[config.mk]
export PLATFORM = sky130hd
export DESIGN_NAME = word_memory_bank
export DESIGN_NICKNAME = d
export VERILOG_FILES = /design/src/rtl/word_memory_bank.sv
export SDC_FILE = /design/constraint.sdc
export NUM_CORES = 1
export LEC_CHECK = 0
export CAP_MARGIN = 10
export CORE_UTILIZATION = 50
export DETAILED_ROUTE_END_ITERATION = 10
export GPL_ROUTABILITY_DRIVEN = 0
export PLACE_DENSITY = 0.71
export SLEW_MARGIN = 0
export SYNTH_ARGS = -nofsm -noshare
export SYNTH_HDL_FRONTEND = slang
export SYNTH_SLANG_ARGS = --single-unit
export TNS_END_PERCENT = 50
[constraint.sdc]
create_clock -name clk -period 4.6 [get_ports clk]
set_input_delay 0.46 -clock clk [delete_from_list [all_inputs] [get_ports clk]]
set_output_delay 0.46 -clock clk [all_outputs]
set_load 0.01 [all_outputs]
[src/rtl/word_memory_bank.sv]
// word_memory_bank: DEPTH x WIDTH scratch store with addressed writes, registered reads,
// per-entry valid flags and a sequenced bulk-clear engine. Optional parity: WORD_MEMORY_PARITY_EN.
module word_memory_bank #(
  parameter int WIDTH  = 8,
  parameter int DEPTH  = 8,
  parameter int ADDR_W = 3
) (
  input  logic              clk,
  input  logic              rst_n,
  input  logic [WIDTH-1:0]  data,
  input  logic              store,
  input  logic [ADDR_W-1:0] waddr,
  input  logic              rd_en,
  input  logic [ADDR_W-1:0] raddr,
  input  logic              clear,
  input  logic              inj_err,
  output logic [WIDTH-1:0]  memory,
  output logic              rd_valid,
  output logic [DEPTH-1:0]  entry_valid,
  output logic              busy,
  output logic              parity_err
);

  typedef enum logic {
    S_IDLE  = 1'b0,
    S_CLEAR = 1'b1
  } state_e;

  // Widened by one bit so DEPTH == 2**ADDR_W still fits the compare.
  localparam logic [ADDR_W:0]   DEPTH_W  = (ADDR_W + 1)'(DEPTH);
  localparam logic [ADDR_W-1:0] LAST_IDX = ADDR_W'(DEPTH - 1);

  state_e            state_q, state_d;
  logic [ADDR_W-1:0] idx_q, idx_d;
  logic [WIDTH-1:0]  mem_q [DEPTH];
  logic [WIDTH-1:0]  mem_d [DEPTH];
  logic [DEPTH-1:0]  valid_q, valid_d;
  logic [WIDTH-1:0]  rdata_q, rdata_d;
  logic              rvalid_q, rvalid_d;

  logic idle;
  logic wr_in_range;
  logic rd_in_range;
  logic wr_en;
  logic bypass;

  assign idle        = (state_q == S_IDLE);
  assign wr_in_range = ({1'b0, waddr} < DEPTH_W);
  assign rd_in_range = ({1'b0, raddr} < DEPTH_W);
  // A clear request in the same cycle takes priority and drops the write.
  assign wr_en       = idle && store && !clear && wr_in_range;
  assign bypass      = wr_en && (waddr == raddr);

  // NOTE: every signal driven here gets a default first, so no path can infer a latch.
  always_comb begin
    state_d  = state_q;
    idx_d    = idx_q;
    mem_d    = mem_q;
    valid_d  = valid_q;
    rdata_d  = rdata_q;
    rvalid_d = 1'b0;

    case (state_q)
      S_IDLE: begin
        if (rd_en) begin
          rvalid_d = 1'b1;
          if (!rd_in_range) begin
            rdata_d = '0;
          end else if (bypass) begin
            rdata_d = data;
          end else begin
            rdata_d = mem_q[raddr];
          end
        end
        if (clear) begin
          state_d = S_CLEAR;
          idx_d   = '0;
        end else if (wr_en) begin
          mem_d[waddr]   = data;
          valid_d[waddr] = 1'b1;
        end
      end
      S_CLEAR: begin
        mem_d[idx_q]   = '0;
        valid_d[idx_q] = 1'b0;
        if (idx_q == LAST_IDX) begin
          state_d = S_IDLE;
        end else begin
          idx_d = idx_q + ADDR_W'(1);
        end
      end
      default: state_d = S_IDLE;
    endcase
  end

  // NOTE: the storage array is reset along with the control state, since every entry must read 0 after reset.
  // NOTE: sequential state uses non-blocking assignments only.
  always_ff @(posedge clk or negedge rst_n) begin
    if (!rst_n) begin
      state_q  <= S_IDLE;
      idx_q    <= '0;
      valid_q  <= '0;
      rdata_q  <= '0;
      rvalid_q <= 1'b0;
      for (int i = 0; i < DEPTH; i++) begin
        mem_q[i] <= '0;
      end
    end else begin
      state_q  <= state_d;
      idx_q    <= idx_d;
      valid_q  <= valid_d;
      rdata_q  <= rdata_d;
      rvalid_q <= rvalid_d;
      for (int i = 0; i < DEPTH; i++) begin
        mem_q[i] <= mem_d[i];
      end
    end
  end

  assign memory      = rdata_q;
  assign rd_valid    = rvalid_q;
  assign entry_valid = valid_q;
  assign busy        = (state_q == S_CLEAR);

`ifdef WORD_MEMORY_PARITY_EN
  logic par_q [DEPTH];
  logic par_d [DEPTH];
  logic perr_q, perr_d;

  // Stored bit is even parity of the word, inverted when the inject hook is set.
  always_comb begin
    par_d  = par_q;
    perr_d = 1'b0;
    if (idle) begin
      if (rd_en && rd_in_range && !bypass) begin
        perr_d = (^mem_q[raddr]) != par_q[raddr];
      end
      if (wr_en) begin
        par_d[waddr] = (^data) ^ inj_err;
      end
    end else begin
      par_d[idx_q] = 1'b0;
    end
  end

  always_ff @(posedge clk or negedge rst_n) begin
    if (!rst_n) begin
      perr_q <= 1'b0;
      for (int i = 0; i < DEPTH; i++) begin
        par_q[i] <= 1'b0;
      end
    end else begin
      perr_q <= perr_d;
      for (int i = 0; i < DEPTH; i++) begin
        par_q[i] <= par_d[i];
      end
    end
  end

  assign parity_err = perr_q;
`else
  logic unused_inj_err;
  assign unused_inj_err = inj_err;
  assign parity_err     = 1'b0;
`endif

endmodule
==> summary.txt <==
Timing
  • Number of hold violations in the final report: 0
  • Time the final worst path needs with I/O delays and setup: 2550 ps
  • Final-layout setup total negative slack: 0 ps
  • RSZ-0062 raised after global routing: no
  • Tcrit/Tclk final: 0.553
  • Rel. slew slack: 0.253
  • Max Slew Vio Count: 0
  • Fin Hold WS: between 200 and 300 ps
  • Maximum clock frequency: 393 MHz
  • Worst Tran Pin Value: 1120 ps
  • Final setup fails: 0
  • Final Skew: around 7.7 ps

Worst setup path
  • Type of the setup path with the least slack: in2reg
  • Crit-path max FO: 17
  • Critical Path RT: between 4000 and 5000 ps
  • Element type at the critical path end: flop
  • Crit. Startpoint: raddr[2]
  • Data arrival time of the critical path: 2790 ps
  • Type of element launching the critical path: input pin
  • Source of the worst register-to-register timing path: busy$_DFF_PN0_

Drt
  • Antenna violation net count after detailed routing: 0
  • First-pass iteration count of the detailed router: 5
  • Detail-routed via count per cell: 5.97
  • Iteration-0 DRC Markers: 240
  • Residual DRC: 0
  • Routed WL: slightly above 9 mm
  • Final routed wire length divided by cell count: between 15 and 20 microns
  • Via total after detailed routing: between 2000 and 3000

Cells and area
  • Commonest cells after routing, fill and taps aside: 85 x sky130_fd_sc_hd__dfrtp_1, 66 x sky130_fd_sc_hd__o21ai_0, 59 x sky130_fd_sc_hd__nand2_1
  • Net count of the finished layout: 410
  • Share of post-route cells with drive strength above 1: 0.102
  • Antenna cell count: 0
  • Most common library cell in the layout ignoring fill and taps: sky130_fd_sc_hd__dfrtp_1
  • Relative area change from synthesis to final layout: 15.7%

GRT
  • Maximum number of pins on one net before global-route repair: 86
  • Number of global-route vias before repair: 2824
  • GR met3 Demand/Resource: 0.0471
  • Met2 GRT Util: 0.396
  • Peak-usage layer in the global routing report: met2
  • Met1 demand-to-capacity share in global routing: 0.343
  • Global-route usage over all layers: 0.249
  • Antenna violations before repair: 0
  • Overflow after GRT: 0
  • Wire length of the first global-routing pass: between 15 and 20 mm

Die
  • Y dimension of the die: 90.3 microns
  • Placeable core region: 7410 sq um
  • Number of top-level pins: 39
  • Floorplan die area: 8150 sq um
  • Horizontal extent of the die: 90.3 microns
  • Initial Utilization: 0.526
  • Number of rows in the core area: 31

Yosys
  • Post-synth design cell area: about 4000 sq um
  • Register area share after synthesis: 0.546
  • Cells taking the most area after synthesis: sky130_fd_sc_hd__dfrtp_1 55%, sky130_fd_sc_hd__mux4_2 9.2%, sky130_fd_sc_hd__o21ai_0 8.5%, sky130_fd_sc_hd__nand3_1 7.1%, sky130_fd_sc_hd__nand2_1 5.7%
  • Cell type with the highest aggregate area in the netlist: sky130_fd_sc_hd__dfrtp_1
  • Yosys top cell area share: 0.546
  • Number of standard cells after synthesis: 362
  • Count of cell types in the netlist: 30
  • Warnings from Yosys: 0
  • Post-synth net total: 384
  • Count of state elements after synthesis: 85
  • Mean cell area of the mapped netlist: 10.8 sq um

CTS
  • Clock network latency to the later pin of the worst-skew pair: around 360 ps
  • Clock-pin slew reported for the worst setup and hold paths after clock tree synthesis: 80 ps
  • Post-CTS setup repair buffer count: 0
  • Clock root buffer master: sky130_fd_sc_hd__clkbuf_8
  • H-tree levels: 3
  • Hold bufs inserted after CTS: 0
  • Clock tree from TritonCTS: built
  • # resized after CTS: 0
  • Number of CTS-inserted buffers: 9
  • # clock sinks: 85
  • Max Buffers Root-to-Sink: 2

Status
  • Outcome: complete, no violations

Hold path
  • Path class of the lowest-slack min-delay path: in2async

Placement
  • Sum of net half-perimeters after detailed placement: 5.91 mm
  • Number of I/O port buffers: 36

Pwr
  • P_leak: 1.99 nW
  • Power density over cell area: 519 nW/um^2
  • Worst IR Drop VDD: 0.320 mV

Job
  • Max-capacitance violation count: 0
metal layers:
metal,vias to the layer above,routed length [microns]
met5,-,0
met4,0,186
met3,16,483
met2,95,4490
met1,1479,4060
li1,1345,-
critical path, cell delays in order:
cell                              delay (ps)
sky130_fd_sc_hd__clkdlybuf4s50_1         990
sky130_fd_sc_hd__xnor2_1                 530
sky130_fd_sc_hd__nand4_2                 150
sky130_fd_sc_hd__or2_1                   390
sky130_fd_sc_hd__o221a_1                 280
cell usage after synthesis:
master,count
sky130_fd_sc_hd__nand3b_2,3
sky130_fd_sc_hd__nand2_1,59
sky130_fd_sc_hd__o221a_1,5
sky130_fd_sc_hd__nand4_2,1
sky130_fd_sc_hd__nand2b_1,4
sky130_fd_sc_hd__ha_1,2
sky130_fd_sc_hd__o221ai_1,3
sky130_fd_sc_hd__mux2i_1,8
sky130_fd_sc_hd__or2_1,1
sky130_fd_sc_hd__dfrtp_1,85
sky130_fd_sc_hd__mux4_2,16
sky130_fd_sc_hd__xnor2_1,4
sky130_fd_sc_hd__o21ai_0,66
sky130_fd_sc_hd__mux2_2,2
sky130_fd_sc_hd__a21oi_1,1
sky130_fd_sc_hd__and4b_1,1
sky130_fd_sc_hd__a41oi_1,1
sky130_fd_sc_hd__and4_1,1
sky130_fd_sc_hd__buf_2,12
sky130_fd_sc_hd__clkbuf_1,7
sky130_fd_sc_hd__nor2b_1,5
sky130_fd_sc_hd__a21o_1,2
sky130_fd_sc_hd__conb_1,1
sky130_fd_sc_hd__nor3b_4,1
sky130_fd_sc_hd__nor2_1,3
sky130_fd_sc_hd__inv_1,9
sky130_fd_sc_hd__buf_4,2
sky130_fd_sc_hd__nand3_1,55
sky130_fd_sc_hd__nand4_1,1
sky130_fd_sc_hd__o21ai_1,1
state kept, by name, indices dropped and copies added (netlist names):
register and cells:
mem_q 64, idx_q 3, busy 1, rd_valid 1, entry_valid 8, memory 8
layout make-up:
| cell class | instances | area, sq um |
|---|---|---|
| well taps | 99 | 124 |
| fillers | 628 | 2900 |
| multi-input cells | 247 | 1630 |
| inverters | 9 | 33.8 |
| repair buffers | 36 | 358 |
| flip-flops and latches | 85 | 2130 |
| clock inverters | 5 | 81.3 |
| clock buffers | 11 | 151 |
power breakdown:
part	switching, mW	internal (mW)	total (mW)
clock network	0.273	0.337	0.609
logic	0.341	0.316	0.657
registers	0.141	0.933	1.07
stage by stage:
step | power [mW] | setup slack, ps | cells | utilization | cell area [sq um]
finish | 2.34 | 2050 | 492 | 0.609 | 4510
global route | 2.47 | 1820 | 492 | 0.609 | 4510
floorplan | 1.45 | 2770 | 362 | - | 3900
detailed placement | 1.74 | 1660 | 476 | 0.577 | 4280
global placement | 1.71 | 1710 | 476 | 0.577 | 4280
CTS | 2.35 | 2040 | 492 | 0.609 | 4510
cell families (layout without fill, tap and decap cells):
logic type,count (synthesis),in the layout,share of synthesized area
other,1,1,0.000962
buffers and inverters,30,61,0.0347
flip-flops,85,85,0.546
multiplexers,26,26,0.119
AND/OR/NAND/NOR,135,135,0.170
adder cells (fa/ha/maj),2,2,0.00642
AO/OA/AOI/OAI,79,79,0.115
XOR/XNOR,4,4,0.00899
path summary, 6_finish.rpt:
kind                                                    to  cells past startpoint  slack, ps
worst max-delay path                 memory[0]$_DFFE_PN0P_                      5       2050
worst min-delay path                 mem_q[59]$_DFFE_PN0P_                      1        290
worst max register to register       mem_q[23]$_DFFE_PN0P_                      4       2390
worst min register to register  entry_valid[0]$_DFFE_PN0P_                      2        480
max in group asynchronous            mem_q[40]$_DFFE_PN0P_                      1       3620
min in group clk                entry_valid[0]$_DFFE_PN0P_                      2        480
(Power assumes the default switching activity.)
==> RTL edit: new RTL, same settings <==
The parameter `WIDTH` goes from 8 to 12.
--- a/src/rtl/word_memory_bank.sv
+++ b/src/rtl/word_memory_bank.sv
@@ -3,3 +3,3 @@
 module word_memory_bank #(
-  parameter int WIDTH  = 8,
+  parameter int WIDTH  = 12,
   parameter int DEPTH  = 8,
Interface: changed (resized data and memory); port bits go from 39 to 47. The function was not compared with the original's and may differ.
==> RTL edit against the original RTL <==
  * Sequential cell count is 36 higher
  * Global-route usage up 3.1 points
  * Non-clock buffer count is 16 higher
  * Total power up 61%
  * Clock skew down 2.0 ps
  * Synthesized area is 42% higher
  * Hold slack better by 120 ps
  * Die area increased by 41%
  * Cell area rose by 46%
  * Setup slack worse by 160 ps
  * Routed wire length grew 59%
  * Highest routed layer unchanged
==> RTL edit: results <==
finish:
  largest_reg_flops: 96
  fillers: 811
  drive_above_1_share_pct: 12.0
  fin_nets: 570
yosys:
  seq_area_frac_synth_pct: 54.9
  synthTopCellsByArea: "dfrtp_1 55%, mux4_2 9.8%, o21ai_0 8.7%, nand3_1 7.2%, nand2_1 5.4%"
  synth_commonest_cells: "121 x dfrtp_1, 96 x o21ai_0, 79 x nand2_1, 79 x nand3_1, 24 x mux4_2"
  syn_area_per_cell_um2: 10.8
  syn_nets: 539
  synth_cell_types: 32
worst_setup_path:
  timing.critical_path.from: "busy"
  cp_max_fo: 25
  worstPathArrival_ps: 3040
  r2r_slack_ps: 1890
  crit_path_end: "mem_q[49]"
  cp_slowest_cell: "nand3_1"
  crit_family: "simple AND/OR/NAND/NOR gates"
  cpPeakStageDelay_ps: 900
cts:
  hold_buffers: 1
  cts_buffers: 17
  clk_pin_slew_worst_paths_ps: 60
  h-tree-depth: 4
  insertion_delay_ps: 520
drt:
  met2_length_um: 6920
  wl_met1_um: 6290
  vias: 4279
  met3_length_um: 1180
  drt_wl_total_um: 14700
  vias_per_cell: 6.17
  drtIter0Drc: 331
grt:
  grt_max_degree: 59
  grt_use_met1_pct: 38.2
  met2_usage_pct: 44.1
  grt.total_usage_pct: 28.0
  grt_pass1_wl_um: 23500
  globalRouteMet3Util_pct: 7.05
place:
  numPortBuffers: 44
  post-place-cells: 660
  dp_hpwl_um: 8560
outcome:
  status: "completed"
sta:
  skew_ps: 5.64
  tightestPinTransition_ps: 1100
min_path:
  hold_class: "in2async"
pwr:
  leakage_nw: 2.88
  vdd_drop_max_mv: 0.406
-- RTL edit: changes by cell type in the layout (fill, tap and decap cells not counted), moves of 4 or more --
cell,unedited run,this run
mux4_2,16,24
o21ai_0,66,96
clkdlybuf4s50_1,35,43
dfrtp_1,85,121
nand2_1,59,79
clkbuf_16,0,16
mux2i_1,8,12
nand3_1,55,79
buf_4,1,8
clkbuf_8,11,3
inv_1,9,13
-- RTL edit: cell type report --
type                       instances  area [µm²]  share of cell area, %
multi-input combinational        339        2230                   33.9
clock buffer                      21         449                   6.83
timing repair buffer              52         500                   7.61
clock inverter                    11         145                   2.21
sequential                       121        3030                   46.1
tap                              136         170                   2.59
inverter                          13        48.8                  0.742
-- RTL edit: stage by stage --
stage / util, % / hold WS [ps] / power (W) / instance area [µm²] / worst slack [ps]
CTS: 62.5 / 412 / 0.00377 / 6570 / 1970
detailed placement: 56.8 / 413 / 0.00243 / 5970 / 1650
floorplan: - / 164 / 0.00202 / 5520 / 2920
finish: 62.5 / 407 / 0.00377 / 6570 / 1890
global placement: 56.8 / 404 / 0.00239 / 5970 / 1670
global route: 62.5 / 435 / 0.00394 / 6570 / 1730
-- RTL edit: report_power, final --
group | leakage, nW | switching [W] | internal [W]
Clock | 0.284 | 0.000483 | 0.000853
Combinational | 0.954 | 0.000503 | 0.000425
Sequential | 1.64 | 0.000179 | 0.00133
-- RTL edit: kinds of logic (layout without fill, tap and decap cells) --
group | after synthesis | count (layout) | share of synthesized area (%)
AO/OA/AOI/OAI | 115 | 115 | 11.8
XOR/XNOR | 4 | 4 | 0.635
adder cells (fa/ha/maj) | 2 | 2 | 0.453
buffers and inverters | 53 | 97 | 4.72
flip-flops | 121 | 121 | 54.9
multiplexers | 38 | 38 | 12.4
other | 1 | 1 | 0.0679
AND/OR/NAND/NOR | 179 | 179 | 15.1
